`config.mk`:
```
export PLATFORM = sky130hd
export DESIGN_NAME = pulse_bit_decoder_flat
export DESIGN_NICKNAME = d
export VERILOG_FILES = /design/src/rtl/pulse_bit_decoder_pkg.sv /design/src/rtl/pulse_bit_decoder_if.sv /design/src/rtl/pulse_bit_decoder_bit_shifter.sv /design/src/rtl/pulse_bit_decoder.sv /design/src/flat_wrapper.sv
export SDC_FILE = /design/constraint.sdc
export NUM_CORES = 1
export LEC_CHECK = 0
export CAP_MARGIN = 20
export CORE_ASPECT_RATIO = 1.25
export CORE_MARGIN = 4
export CORE_UTILIZATION = 56
export CTS_CLUSTER_SIZE = 28
export DETAILED_ROUTE_END_ITERATION = 8
export GPL_TIMING_DRIVEN = 0
export HOLD_SLACK_MARGIN = 0.06
export PLACE_DENSITY = 0.79
export SKIP_CTS_REPAIR_TIMING = 1
export SLEW_MARGIN = 20
export SYNTH_ARGS = -nofsm -noshare
export SYNTH_HDL_FRONTEND = slang
export SYNTH_SLANG_ARGS = --single-unit
```
`constraint.sdc`:
```
create_clock -name i_clk -period 2.8 [get_ports i_clk]
set_input_delay 0.84 -clock i_clk [delete_from_list [all_inputs] [get_ports i_clk]]
set_output_delay 0.84 -clock i_clk [all_outputs]
set_load 0.03 [all_outputs]
```
`src/rtl/pulse_bit_decoder_pkg.sv`:
```
// Shared pipeline types: control-path edge strobes, decoder state, timing defaults.
// Latency: n/a (types and constants only).
// Backpressure: n/a.
package pipeline_types;

  // Edge strobes from the control path; each field is a one-cycle pulse.
  typedef struct packed {
    logic rising;
    logic falling;
  } control_path_t;

  typedef enum logic [1:0] {
    IDLE,
    HIGH,
    LOW
  } decoder_state_t;

  // Timing defaults shared with the clock-enable and count-enable stages.
  localparam int DEC_WORD_W       = 24;
  localparam int DEC_CNT_W        = 10;
  localparam int MIN_HIGH_TICKS   = 2;
  localparam int ONE_THRESH_TICKS = 6;
  localparam int LATCH_GAP_TICKS  = 500;

endpackage

```
`src/rtl/pulse_bit_decoder_if.sv`:
```
// Bundle between the count-enable stage, the bit decoder and the pixel pipeline.
// Latency: n/a (wires only).
// Backpressure: none; all signals are strobes or held values.
// Ports: i_control / i_count_enable flow into the decoder; o_* flow out of it.
interface pulse_bit_decoder_if
  import pipeline_types::*;
#(
  parameter int WORD_W = DEC_WORD_W
);

  control_path_t     i_control;
  logic              i_count_enable;
  logic              o_bit_valid;
  logic              o_bit;
  logic              o_word_valid;
  logic [WORD_W-1:0] o_word;
  logic              o_latch;
  logic              o_error;

  // Upstream driver / observer side.
  modport master (
    output i_control, i_count_enable,
    input  o_bit_valid, o_bit, o_word_valid, o_word, o_latch, o_error
  );

  // Decoder side.
  modport slave (
    input  i_control, i_count_enable,
    output o_bit_valid, o_bit, o_word_valid, o_word, o_latch, o_error
  );

endinterface

```
`src/rtl/pulse_bit_decoder_bit_shifter.sv`:
```
// MSB-first word assembler: shifts decoded bits into the LSB, counts them, emits full words.
// Latency: word_valid/word register one cycle after the shift_en that completes the word.
// Backpressure: none; a shift is always accepted.
// Ports: i_clk, i_reset_n; shift_en/shift_bit/clear in; bit_cnt, word_valid, word out.
module bit_shifter
  import pipeline_types::*;
#(
  parameter int WORD_W = DEC_WORD_W,
  parameter int BC_W   = $clog2(DEC_WORD_W + 1)
) (
  input  logic              i_clk,
  input  logic              i_reset_n,
  input  logic              shift_en,
  input  logic              shift_bit,
  input  logic              clear,
  output logic [BC_W-1:0]   bit_cnt,
  output logic              word_valid,
  output logic [WORD_W-1:0] word
);

  localparam logic [BC_W-1:0] LAST_BIT = BC_W'(WORD_W - 1);

  logic [WORD_W-1:0] shift_q;
  logic [WORD_W-1:0] shift_nxt;

  assign shift_nxt = {shift_q[WORD_W-2:0], shift_bit};

  always_ff @(posedge i_clk or negedge i_reset_n) begin
    if (!i_reset_n) begin
      shift_q    <= '0;
      bit_cnt    <= '0;
      word_valid <= 1'b0;
      word       <= '0;
    end else begin
      word_valid <= 1'b0;
      if (clear) begin
        shift_q <= '0;
        bit_cnt <= '0;
      end else if (shift_en) begin
        shift_q <= shift_nxt;
        if (bit_cnt == LAST_BIT) begin
          // Word complete: publish it and hold it until the next full word.
          word       <= shift_nxt;
          word_valid <= 1'b1;
          bit_cnt    <= '0;
        end else begin
          bit_cnt <= bit_cnt + 1'b1;
        end
      end
    end
  end

endmodule

```
`src/rtl/pulse_bit_decoder.sv`:
```
// Pulse-width bit decoder: times high pulses in ticks, decodes 0/1, assembles words, detects latch gap.
// Latency: every output pulse is registered, appearing one cycle after the triggering edge/tick.
// Backpressure: none; edges and ticks are consumed every cycle.
// Ports: i_clk, i_reset_n; bus (slave) carries i_control, i_count_enable in and o_* results out.
module pulse_bit_decoder
  import pipeline_types::*;
#(
  parameter int WORD_W      = DEC_WORD_W,
  parameter int CNT_W       = DEC_CNT_W,
  parameter int MIN_HIGH    = MIN_HIGH_TICKS,
  parameter int ONE_THRESH  = ONE_THRESH_TICKS,
  parameter int LATCH_TICKS = LATCH_GAP_TICKS
) (
  input logic               i_clk,
  input logic               i_reset_n,
  pulse_bit_decoder_if.slave bus
);

  localparam int              BC_W       = $clog2(WORD_W + 1);
  localparam logic [CNT_W-1:0] CNT_MAX    = '1;
  localparam logic [CNT_W-1:0] MIN_C      = CNT_W'(MIN_HIGH);
  localparam logic [CNT_W-1:0] ONE_C      = CNT_W'(ONE_THRESH);
  localparam logic [CNT_W-1:0] LATCH_LAST = CNT_W'(LATCH_TICKS - 1);

  decoder_state_t   state;
  logic [CNT_W-1:0] tick_cnt;
  logic [BC_W-1:0]  bit_cnt;

  logic illegal;
  logic rise_only;
  logic fall_only;
  logic tick_ok;
  logic bit_val;
  logic decode_fire;
  logic glitch_fire;
  logic latch_fire;

  always_comb begin
    illegal     = bus.i_control.rising & bus.i_control.falling;
    rise_only   = bus.i_control.rising & ~bus.i_control.falling;
    fall_only   = bus.i_control.falling & ~bus.i_control.rising;
    // Any edge in the same cycle swallows the tick.
    tick_ok     = bus.i_count_enable & ~bus.i_control.rising & ~bus.i_control.falling;
    bit_val     = (tick_cnt >= ONE_C);
    decode_fire = (state == HIGH) & fall_only & (tick_cnt >= MIN_C);
    glitch_fire = (state == HIGH) & fall_only & (tick_cnt < MIN_C);
    // Fires on the tick that would make the low count reach the gap length.
    latch_fire  = (state == LOW) & tick_ok & (tick_cnt == LATCH_LAST);
  end

  always_ff @(posedge i_clk or negedge i_reset_n) begin
    if (!i_reset_n) begin
      state           <= IDLE;
      tick_cnt        <= '0;
      bus.o_bit_valid <= 1'b0;
      bus.o_bit       <= 1'b0;
      bus.o_latch     <= 1'b0;
      bus.o_error     <= 1'b0;
    end else begin
      bus.o_bit_valid <= decode_fire;
      bus.o_bit       <= decode_fire & bit_val;
      bus.o_latch     <= latch_fire;
      bus.o_error     <= illegal | glitch_fire | (latch_fire & (bit_cnt != '0));

      case (state)
        IDLE: begin
          if (rise_only) begin
            state    <= HIGH;
            tick_cnt <= '0;
          end
        end
        HIGH: begin
          if (fall_only) begin
            state    <= LOW;
            tick_cnt <= '0;
          end else if (tick_ok && (tick_cnt != CNT_MAX)) begin
            tick_cnt <= tick_cnt + 1'b1;
          end
        end
        LOW: begin
          if (rise_only) begin
            state    <= HIGH;
            tick_cnt <= '0;
          end else if (latch_fire) begin
            state    <= IDLE;
            tick_cnt <= '0;
          end else if (tick_ok) begin
            tick_cnt <= tick_cnt + 1'b1;
          end
        end
        default: begin
          state    <= IDLE;
          tick_cnt <= '0;
        end
      endcase
    end
  end

  bit_shifter #(
    .WORD_W (WORD_W),
    .BC_W   (BC_W)
  ) u_bit_shifter (
    .i_clk      (i_clk),
    .i_reset_n  (i_reset_n),
    .shift_en   (decode_fire),
    .shift_bit  (bit_val),
    .clear      (latch_fire),
    .bit_cnt    (bit_cnt),
    .word_valid (bus.o_word_valid),
    .word       (bus.o_word)
  );

endmodule

```
`src/flat_wrapper.sv`:
```
// flat-port wrapper written by rule: the top's interface ports become plain ports
module pulse_bit_decoder_flat import pipeline_types::*;
#(
  parameter int WORD_W      = DEC_WORD_W,
  parameter int CNT_W       = DEC_CNT_W,
  parameter int MIN_HIGH    = MIN_HIGH_TICKS,
  parameter int ONE_THRESH  = ONE_THRESH_TICKS,
  parameter int LATCH_TICKS = LATCH_GAP_TICKS
)
  (i_clk, i_reset_n, bus_i_control, bus_i_count_enable, bus_o_bit_valid, bus_o_bit, bus_o_word_valid, bus_o_word, bus_o_latch, bus_o_error);
  pulse_bit_decoder_if #(.WORD_W(WORD_W)) bus_i ();
  input logic i_clk;
  input logic i_reset_n;
  input wire logic [$bits(bus_i.i_control)-1:0] bus_i_control;
  input wire logic [$bits(bus_i.i_count_enable)-1:0] bus_i_count_enable;
  output wire logic [$bits(bus_i.o_bit_valid)-1:0] bus_o_bit_valid;
  output wire logic [$bits(bus_i.o_bit)-1:0] bus_o_bit;
  output wire logic [$bits(bus_i.o_word_valid)-1:0] bus_o_word_valid;
  output wire logic [$bits(bus_i.o_word)-1:0] bus_o_word;
  output wire logic [$bits(bus_i.o_latch)-1:0] bus_o_latch;
  output wire logic [$bits(bus_i.o_error)-1:0] bus_o_error;
  assign bus_i.i_control = bus_i_control;
  assign bus_i.i_count_enable = bus_i_count_enable;
  assign bus_o_bit_valid = bus_i.o_bit_valid;
  assign bus_o_bit = bus_i.o_bit;
  assign bus_o_word_valid = bus_i.o_word_valid;
  assign bus_o_word = bus_i.o_word;
  assign bus_o_latch = bus_i.o_latch;
  assign bus_o_error = bus_i.o_error;
  pulse_bit_decoder #(.WORD_W(WORD_W), .CNT_W(CNT_W), .MIN_HIGH(MIN_HIGH), .ONE_THRESH(ONE_THRESH), .LATCH_TICKS(LATCH_TICKS)) u_core (.i_clk(i_clk), .i_reset_n(i_reset_n), .bus(bus_i));
endmodule
```
==> metrics.md, run 1 <==
| Metric | Value |
|---|---|
| Status | finished, final reports clean |
| Syn avg cell area | 10.7 µm² |
| Critical Path AT | 2.98 ns |
| Clk slew on worst S/H paths | 0.07 ns |
| Worst slack, placed | -0.611 ns |
| Synth Register Bits | 69 |
| Flop pwr share | 45.1% |
| Vias after detailed routing | 2303 |
| Ports | 34 |
| Die Y | 91.2 µm |
| Max-Cap Viols | 0 |
| Cells after Synth | 290 |
| Drt wl/cell | 14.8 µm |
| Async SR Flop Fraction | 100% |
| Fin. Hold Viols | 0 |
| Netlist cell types | 41 |
| Port buffer count | 33 |
| Crit path largest cell delay | 0.53 ns |
| 1st-iter DRT viols | 179 |
| Max-slew headroom | 55.2% |
| Detail Route Antenna Nets | 0 |
| Cell Rows | 30 |
| Minimum clock period | 2.76 ns |
| Final hold slack | 0.390 ns |
| CP Cell Sequence | dlymetal6s2s_1 -> or4_1 -> or4_1 -> buf_6 -> clkinv_4 -> o21ai_2 -> buf_6 -> a211o_1 -> a22o_1 |
| HP Class | input port to async pin |
| F_max | 363 MHz |
| First-pass GRT wire length | 10.2 mm |
| DRC viols | 0 |
| DP HPWL | 4.11 mm |
| Psw | 685 µW |
| Placer congestion estimate | 0.897 |
| Most frequent cells in the layout | dfrtp_1 (69), nand2_1 (55), clkdlybuf4s50_1 (30) |
| Layout Skew | 0.0126 ns |
| Aggregate routed wire length | 6.00 mm |
| Crit-path max FO | 10 |
| Maximum number of pins on one net before global-route repair | 49 |
| DR vias/cell | 5.70 |
| Pwr per Cell Area | 627 nW/µm² |
| Yosys top cell area share | 55.7% |
| TritonCTS Buffers | 9 |
| Layout cells sized above 1 | 17.1% |
| Most common cell after layout, fill and taps aside | dfrtp_1 |
| Final Max Tran Viols | 0 |
| Seq/Total Area, Yosys | 55.7% |
| Int Power | 1.68 mW |
| Drt first pass iters | 4 |
| Sw Share | 28.9% |
| Yosys Warn Count | 0 |
| Antenna violations before repair | 0 |
| Mapped Area | 3100 µm² |
| Worst skew pair latency | 0.34 ns |
| Worst-Margin Slew | 0.666 ns |
| Die area | 6790 µm² |
| Setup TNS | 0 ns |
| Gate power share | 19.6% |
| Most used DFF post-synth | dfrtp_1 |
| Leak Pwr | 1.77 nW |
| Syn nets | 303 |
| Post-synth top area cell | dfrtp_1 |
| Final WS setup | 0.0428 ns |
| Global-route usage over all layers | 19.5% |
| Die W | 74.5 µm |
| Pwr Total | 2.37 mW |
| Initial Util | 57.3% |
| Peak supply drop | 0.509 mV |
| Diode count | 0 |
| CTS tree | done |
| Vias in the first global route | 2223 |
| Period utilisation layout | 98.5% |
| Max Buffers Root-to-Sink | 2 |
| Root Buffer | clkbuf_8 |
| Total Nets Final | 348 |
| Core area | 5410 µm² |
| Clock sink count | 69 |
| Area contributors post-synth | dfrtp_1 (56%), mux2_2 (9.5%), nand2_1 (6.7%) |
| CP Launch Type | input port |
| Slowest cell on the critical path | or4_1 |
| Setup violators final | 0 |
| Critical Path RT | 3.02 ns |
| Clock network fraction of total power | 35.3% |
| EDFF count, synth | 0 |
| P&R area growth vs syn | 21.9% |
| Worst Setup End Kind | register |
| Setup CP Type | input port to register |
| Grt ovf | 0 |
| H-tree Lvls | 3 |
-- logic make-up (layout without fill, tap and decap cells) --
group                      Yosys count  after routing  synth area share (%)
adders and majority gates            8              8                  3.23
xor gates and xnor gates             1              1                 0.283
muxes                               27             27                  9.77
AOI/OAI and AO/OA                   51             51                  10.7
DFF                                 69             69                  55.7
buffers and inverters               24             74                  3.68
and+or+nand+nor                    110            110                  16.6
-- layout make-up --
| type | count | area, µm² |
|---|---|---|
| Clock inverter | 5 | 57.6 |
| Timing Repair Buffer | 34 | 360 |
| Inverter | 9 | 38.8 |
| Multi-Input combinational cell | 197 | 1290 |
| Clock buffer | 11 | 151 |
| Sequential cell | 69 | 1730 |
| Buffer | 15 | 75.1 |
| Fill cell | 421 | 1630 |
| Tap cell | 64 | 80.1 |
-- registers in the layout, indices dropped and copies added, names as in the netlist, 2 cells and up --
signal                        flops
u_core.tick_cnt                  10
u_core.u_bit_shifter.bit_cnt      5
u_core.u_bit_shifter.word        24
u_core.state                      2
u_core.u_bit_shifter.shift_q     23
-- final timing paths --
path | cells after the start | slack (ns) | to | from
min in group i_clk | 2 | 0.50 | u_core.u_bit_shifter.shift_q[12] | u_core.u_bit_shifter.shift_q[11]
max | 9 | 0.04 | u_core.tick_cnt[2] | bus_i_control[0]
max reg2reg | 7 | 0.17 | u_core.u_bit_shifter.word[8] | u_core.tick_cnt[1]
max in group asynchronous | 2 | 1.88 | u_core.tick_cnt[1] | i_reset_n
min reg2reg | 2 | 0.50 | u_core.u_bit_shifter.shift_q[12] | u_core.u_bit_shifter.shift_q[11]
min | 1 | 0.39 | u_core.u_bit_shifter.word[22] | i_reset_n
-- per-stage QoR --
stage	instance area, µm²	utilization, %	instances
2_1_floorplan	3100	-	290
3_3_place_gp	3510	64.9	387
3_5_place_dp	3530	65.4	388
4_1_cts	3740	69.2	404
5_1_grt	3780	69.9	404
6_report	3780	69.9	404
-- cells in the mapped netlist, types with 4 or more instances --
master	count
dfrtp_1	69
nand2_1	55
o21ai_0	27
mux2_2	26
nor2_1	14
clkbuf_1	10
ha_1	8
inv_1	8
nand3_1	8
a22o_1	5
nor3_1	5
a21oi_1	4
a221o_1	4
and3_1	4
o31ai_1	4
-- worst max-delay path: cells and delay by family --
family	cells	cell delay, ns
simple gates	2	1.04
buf+inv	4	0.55
compound gates	3	0.55
-- metal layers --
| layer | track usage, % | up-vias | wire [µm] | share of wire, % |
|---|---|---|---|---|
| met1 | 25.5 | 1116 | 2640 | 44 |
| met5 | 0 | - | 0 | 0 |
| met4 | 6.97 | 0 | 87 | 1.5 |
| met3 | 6.87 | 11 | 312 | 5.2 |
| li1 | - | 1108 | - | - |
| met2 | 29.8 | 68 | 2950 | 49 |
-- power by group through the flow --
stage               Combinational (mW)  Clock [mW]  Sequential (mW)
CTS                              0.446       0.853             1.07
finish                           0.464       0.837             1.07
global placement                 0.423           0             1.09
floorplan                        0.321           0             1.09
global route                     0.517       0.899             1.07
detailed placement               0.442           0             1.09
No activity file was read; power rests on OpenSTA's default activity.
==> inputs of run 2 (changes only) <==
- CORE_UTILIZATION: 56 -> 35
- PLACE_DENSITY: 0.79 -> unset
==> metrics.md, run 2 (synthesis gave the netlist of run 1 again) <==
| Metric | Value |
|---|---|
| Psw | 703 µW (+2.6%) |
| First-pass GRT wire length | 10.9 mm (+6.6%) |
| Die W | 92.2 µm (+24%) |
| Grt ovf | 0 (unchanged) |
| Clk slew on worst S/H paths | 0.09 ns (+0.02 ns) |
| Register-to-Register Setup Slack | 0.26 ns (+0.09 ns) |
| Gate power share | 19.4% (-0.2 points) |
| Placement Cell Area | 3600 µm² (+2.0%) |
| Initial Util | 35.8% (-22 points) |
| Diode count | 0 (unchanged) |
| Status | finished, final reports clean |
| Total Nets Final | 347 (-0.29%) |
| P&R area growth vs syn | 23.8% |
| Top reg by flops | u_core.u_bit_shifter.word |
| TritonCTS Buffers | 9 (unchanged) |
| Layout cells sized above 1 | 17.7% (+0.64 points) |
| Critical Path AT | 2.93 ns (-0.05 ns) |
| Most common cell after layout, fill and taps aside | dfrtp_1 |
| Ports | 34 (unchanged) |
| Biggest regs | u_core.u_bit_shifter.word x24, u_core.u_bit_shifter.shift_q x23, u_core.tick_cnt x10 |
| Vias in the first global route | 2293 (+3.1%) |
| Fin. Hold Viols | 0 (unchanged) |
| Slowest cell on the critical path | clkdlybuf4s50_1 |
| Core area | 8650 µm² (+60%) |
| Drt wl/cell | 13.4 µm (-9.8%) |
| Antenna violations before repair | 0 (unchanged) |
| Clock sink count | 69 (unchanged) |
| Flop pwr share | 45.6% (+0.5 points) |
| F_max | 369 MHz (+1.8%) |
| Setup violators final | 0 (unchanged) |
| Layout Skew | 0.0142 ns (+0.00161 ns) |
| Crit path largest cell delay | 0.50 ns (-0.03 ns) |
| Sw Share | 30.0% (+1.0 points) |
| Placer congestion estimate | 0.792 (-12%) |
| Max Buffers Root-to-Sink | 2 (unchanged) |
| DR vias/cell | 4.94 (-13%) |
| Leak Pwr | 1.75 nW (-1.2%) |
| Register-to-Register Path Depth | 7 (unchanged) |
| Die area | 10400 µm² (+54%) |
| CP Cell Sequence | clkdlybuf4s50_1 -> nor2_1 -> a2111oi_1 -> nor3_2 -> or2_2 -> clkbuf_1 -> a221o_1 |
| Peak supply drop | 0.241 mV (-53%) |
| Global-route usage over all layers | 12.9% (-6.6 points) |
| Pwr per Cell Area | 612 nW/µm² (-2.4%) |
| Clock network fraction of total power | 35.0% (-0.3 points) |
| Detail Route Antenna Nets | 0 (unchanged) |
| 1st-iter DRT viols | 128 (-28%) |
| CP Launch Type | input port |
| Final hold slack | 0.396 ns (+0.00572 ns) |
| Drt first pass iters | 4 (unchanged) |
| Worst Setup End Kind | register |
| H-tree Lvls | 3 (unchanged) |
| Setup CP Type | input port to register |
| Port buffer count | 33 (unchanged) |
| Worst-Margin Slew | 0.695 ns (+0.0287 ns) |
| Die Y | 113 µm (+24%) |
| Root Buffer | clkbuf_8 |
| Worst skew pair latency | 0.34 ns (about the same) |
| CTS tree | done |
| Largest register FFs | 24 (unchanged) |
| Aggregate routed wire length | 6.15 mm (+2.5%) |
| Post-route cell area | 3830 µm² (+1.5%) |
| Vias after detailed routing | 2266 (-1.6%) |
| Cell Rows | 38 (+27%) |
| Final Max Tran Viols | 0 (unchanged) |
| Crit-path max FO | 8 (-2) |
| DP HPWL | 4.28 mm (+4.2%) |
| Int Power | 1.64 mW (-2.4%) |
| Max-Cap Viols | 0 (unchanged) |
| Maximum number of pins on one net before global-route repair | 45 (-8.2%) |
| Critical Path RT | 3.03 ns (about the same) |
| Period utilisation layout | 96.7% (-1.8 points) |
| HP Class | input port to async pin |
| Max-slew headroom | 53.3% (-1.9 points) |
| Minimum clock period | 2.71 ns (-0.0494 ns) |
| DRC viols | 0 (unchanged) |
| Most frequent cells in the layout | dfrtp_1 (69), nand2_1 (55), clkdlybuf4s50_1 (30) |
-- run 2: cell types whose count changed in the layout (fill, tap and decap cells not counted) --
cell,previous run,this run
inv_6,1,3
dlymetal6s2s_1,2,1
clkinv_2,2,0
clkbuf_1,10,9
clkbuf_2,0,1
or4_4,0,1
or4_1,2,1
clkinvlp_4,0,2
clkbuf_8,11,9
-- run 2: power by group through the flow --
stage	clock, mW	combinational, mW	sequential [mW]
4_1_cts	0.856	0.445	1.07
2_1_floorplan	0	0.321	1.09
5_1_grt	0.892	0.530	1.08
6_report	0.822	0.455	1.07
3_5_place_dp	0	0.444	1.09
3_3_place_gp	0	0.435	1.09
-- run 2: cell type report --
class                      count  area [µm²]
sequential                    69        1730
clock inverter                 7        80.1
buffer                        14        71.3
fill                         851        4820
timing repair buffer          34         353
clock buffer                   9         124
inverter                       9        38.8
multi-input combinational    197        1290
tap                          120         150
-- run 2: metal layers --
layer  wire length [µm]  GRT usage [%]
met1               2760           16.5
met2               3060           21.2
met3                270           3.86
met4                 57           3.87
met5                  0              0
-- run 2: worst paths after layout --
path | to | from
max in group asynchronous | u_core.u_bit_shifter.bit_cnt[4] | i_reset_n
setup / recovery | u_core.tick_cnt[8] | bus_i_count_enable
min in group i_clk | u_core.u_bit_shifter.word[16] | u_core.u_bit_shifter.word[16]
hold reg to reg | u_core.u_bit_shifter.word[16] | u_core.u_bit_shifter.word[16]
hold / removal | u_core.u_bit_shifter.shift_q[17] | i_reset_n
setup reg to reg | u_core.u_bit_shifter.word[14] | u_core.tick_cnt[1]
-- run 2: metrics by stage --
stage	cells	setup TNS [ns]	setup slack, ns	power (mW)	utilization, %
floorplan	290	0	0.00336	1.41	-
global placement	443	-126.41	-1.49	1.52	41.4
detailed placement	444	-26.63	-0.615	1.53	41.6
CTS	460	-5.47	-0.242	2.37	44.0
global route	459	-0.0903	-0.0369	2.50	44.3
finish	459	0	0.0922	2.35	44.3
-- run 2: worst max-delay path: cells and delay by family --
kind / cells / cell delay, ns
AOI/OAI and AO/OA: 2 / 0.84
and+or+nand+nor: 3 / 0.56
buffers and inverters: 2 / 0.69
==> inputs of run 3 (changes only) <==
- TNS_END_PERCENT: unset -> 5
==> metrics.md, run 3 (synthesis gave the netlist of run 1 again) <==
| Metric | Value |
|---|---|
| Final Max Tran Viols | 0 (unchanged) |
| Final WS setup | 0.0867 ns (-0.00549 ns) |
| Met1 wire length | 2.75 mm (-0.11%) |
| Most frequent cells in the layout | dfrtp_1 (69), nand2_1 (55), clkdlybuf4s50_1 (30) |
| DR vias/cell | 4.94 (unchanged) |
| Maximum number of pins on one net before global-route repair | 45 (unchanged) |
| Minimum clock period | 2.71 ns (+0.00549 ns) |
| Antenna violations before repair | 0 (unchanged) |
| 1st-iter DRT viols | 136 (+6.3%) |
| Cell Rows | 38 (unchanged) |
| Reg area | 1730 µm² (unchanged) |
| Met2 wire len | 3.06 mm (-0.13%) |
| Initial Util | 35.8% (unchanged) |
| Worst Setup End Kind | register |
| CTS tree | done |
| H-tree Lvls | 3 (unchanged) |
| FILL cells | 850 (-0.12%) |
| F_max | 369 MHz (-0.20%) |
| Flop pwr share | 45.6% (about the same) |
| First-pass GRT wire length | 10.9 mm (unchanged) |
| Top reg by flops | u_core.u_bit_shifter.word |
| Grt ovf | 0 (unchanged) |
| Int Power | 1.64 mW (about the same) |
| Critical Path RT | 3.03 ns (about the same) |
| Clk slew on worst S/H paths | 0.09 ns (about the same) |
| Total Nets Final | 347 (unchanged) |
| Status | finished, final reports clean |
| Core area | 8650 µm² (unchanged) |
| Ports | 34 (unchanged) |
| DP HPWL | 4.28 mm (unchanged) |
| R2r startpoint | u_core.tick_cnt[1] |
| Max-slew headroom | 53.3% (about the same) |
| Util after Layout | 44.4% (+0.087 points) |
| Reg2reg end | u_core.u_bit_shifter.word[14] |
| Vias after detailed routing | 2266 (unchanged) |
| CP Launch Type | input port |
| Register-to-Register Path Depth | 7 (unchanged) |
| Biggest regs | u_core.u_bit_shifter.word x24, u_core.u_bit_shifter.shift_q x23, u_core.tick_cnt x10 |
| Area of the multi-input gates | 1290 µm² (unchanged) |
| Non-Filler Instances | 459 (unchanged) |
| Root Buffer | clkbuf_8 |
| Highest metal used | met4 |
| Critical Path AT | 2.95 ns (+0.02 ns) |
| Die W | 92.2 µm (unchanged) |
| Die area | 10400 µm² (unchanged) |
| Setup violators final | 0 (unchanged) |
| Largest register FFs | 24 (unchanged) |
| P&R area growth vs syn | 24.0% |
| Setup CP Type | input port to register |
| Max Buffers Root-to-Sink | 2 (unchanged) |
| Drt wl/cell | 13.4 µm (+0.18%) |
| Placed instance count | 444 (unchanged) |
| Max-Cap Viols | 0 (unchanged) |
| Final hold slack | 0.396 ns (-0.000167 ns) |
| Crit-path max FO | 10 (+2) |
| Gate power share | 19.5% (about the same) |
| Port buffer count | 33 (unchanged) |
| Routed wl met3 | 290 µm (+7.4%) |
| Layout Skew | 0.0142 ns (+0.000000200 ns) |
| HP Class | input port to async pin |
| Vias in the first global route | 2293 (unchanged) |
| Aggregate routed wire length | 6.16 mm (+0.18%) |
| Clock sink count | 69 (unchanged) |
| Clock network fraction of total power | 35.0% (about the same) |
| Die Y | 113 µm (unchanged) |
| DRC viols | 0 (unchanged) |
| Fin. Hold Viols | 0 (unchanged) |
| Layout cells sized above 1 | 17.4% (-0.29 points) |
| Detail Route Antenna Nets | 0 (unchanged) |
| Unrepaired setup endpoints after global routing | yes |
| Peak supply drop | 0.241 mV (about the same) |
| TritonCTS Buffers | 9 (unchanged) |
| Register-to-Register Setup Slack | 0.26 ns (about the same) |
| Worst-Margin Slew | 0.695 ns (+0.0000113 ns) |
| Worst slack, placed | -0.615 ns (unchanged) |
| Worst skew pair latency | 0.34 ns (about the same) |
| Diode count | 0 (unchanged) |
| Most common cell after layout, fill and taps aside | dfrtp_1 |
| Psw | 704 µW (+0.12%) |
| Placer congestion estimate | 0.792 (unchanged) |
| Pwr Total | 2.35 mW (about the same) |
| Leak Pwr | 1.76 nW (+0.51%) |
| Drt first pass iters | 4 (unchanged) |
| Global-route usage over all layers | 12.9% (unchanged) |
| Period utilisation layout | 96.9% (+0.20 points) |
| Sw Share | 30.0% (about the same) |
| Pwr per Cell Area | 611 nW/µm² (-0.13%) |
## run 3: cell types whose count changed in the layout (fill, tap and decap cells not counted), sizes merged
| cell | change |
|---|---|
| clkbuf | -1 |
| dlymetal6s2s | +1 |
## run 3: power by group through the flow
| stage | Sequential (mW) | Combinational [mW] | Clock (mW) |
|---|---|---|---|
| finish | 1.07 | 0.457 | 0.822 |
| global route | 1.08 | 0.530 | 0.892 |
| CTS | 1.07 | 0.445 | 0.856 |
| detailed placement | 1.09 | 0.444 | 0 |
| global placement | 1.09 | 0.435 | 0 |
| floorplan | 1.09 | 0.321 | 0 |
## run 3: per-stage QoR
step	TNS (ns)	cell area, µm²
after floorplan	0	3100
after global placement	-126.41	3580
after detailed placement	-26.63	3600
after CTS	-5.47	3810
after global routing	-0.0926	3840
final	0	3840
## run 3: worst max-delay path: stages
cell	delay, ns
dlymetal6s2s_1	0.19
or4_1	0.52
or4_4	0.52
buf_6	0.16
clkinv_4	0.06
o21ai_2	0.06
buf_6	0.13
a211o_1	0.28
a22o_1	0.17
## run 3: layer usage
metal	GRT usage, %	vias up
li1	-	1102
met1	16.5	1112
met2	21.2	48
met3	3.86	4
met4	3.87	0
met5	0	-
## run 3: worst max-delay path by stage
stage,from,to,cells after the start
3_3_place_gp,i_reset_n,u_core.state[1],1
3_5_place_dp,bus_i_control[0],u_core.tick_cnt[5],8
6_report,bus_i_control[0],u_core.tick_cnt[2],9
4_1_cts,bus_i_control[0],u_core.tick_cnt[8],8
5_1_grt,bus_i_count_enable,u_core.tick_cnt[8],7
2_1_floorplan,bus_i_control[1],u_core.tick_cnt[2],8
## run 3: final cells by class
type	instances	share of cell area, %
inverters	9	1.01
plain buffers	14	1.86
clock buffers	9	3.22
clock inverters	7	2.08
repair buffers	34	9.38
well taps	120	3.91
multi-input cells	197	33.6
flip-flops and latches	69	44.9
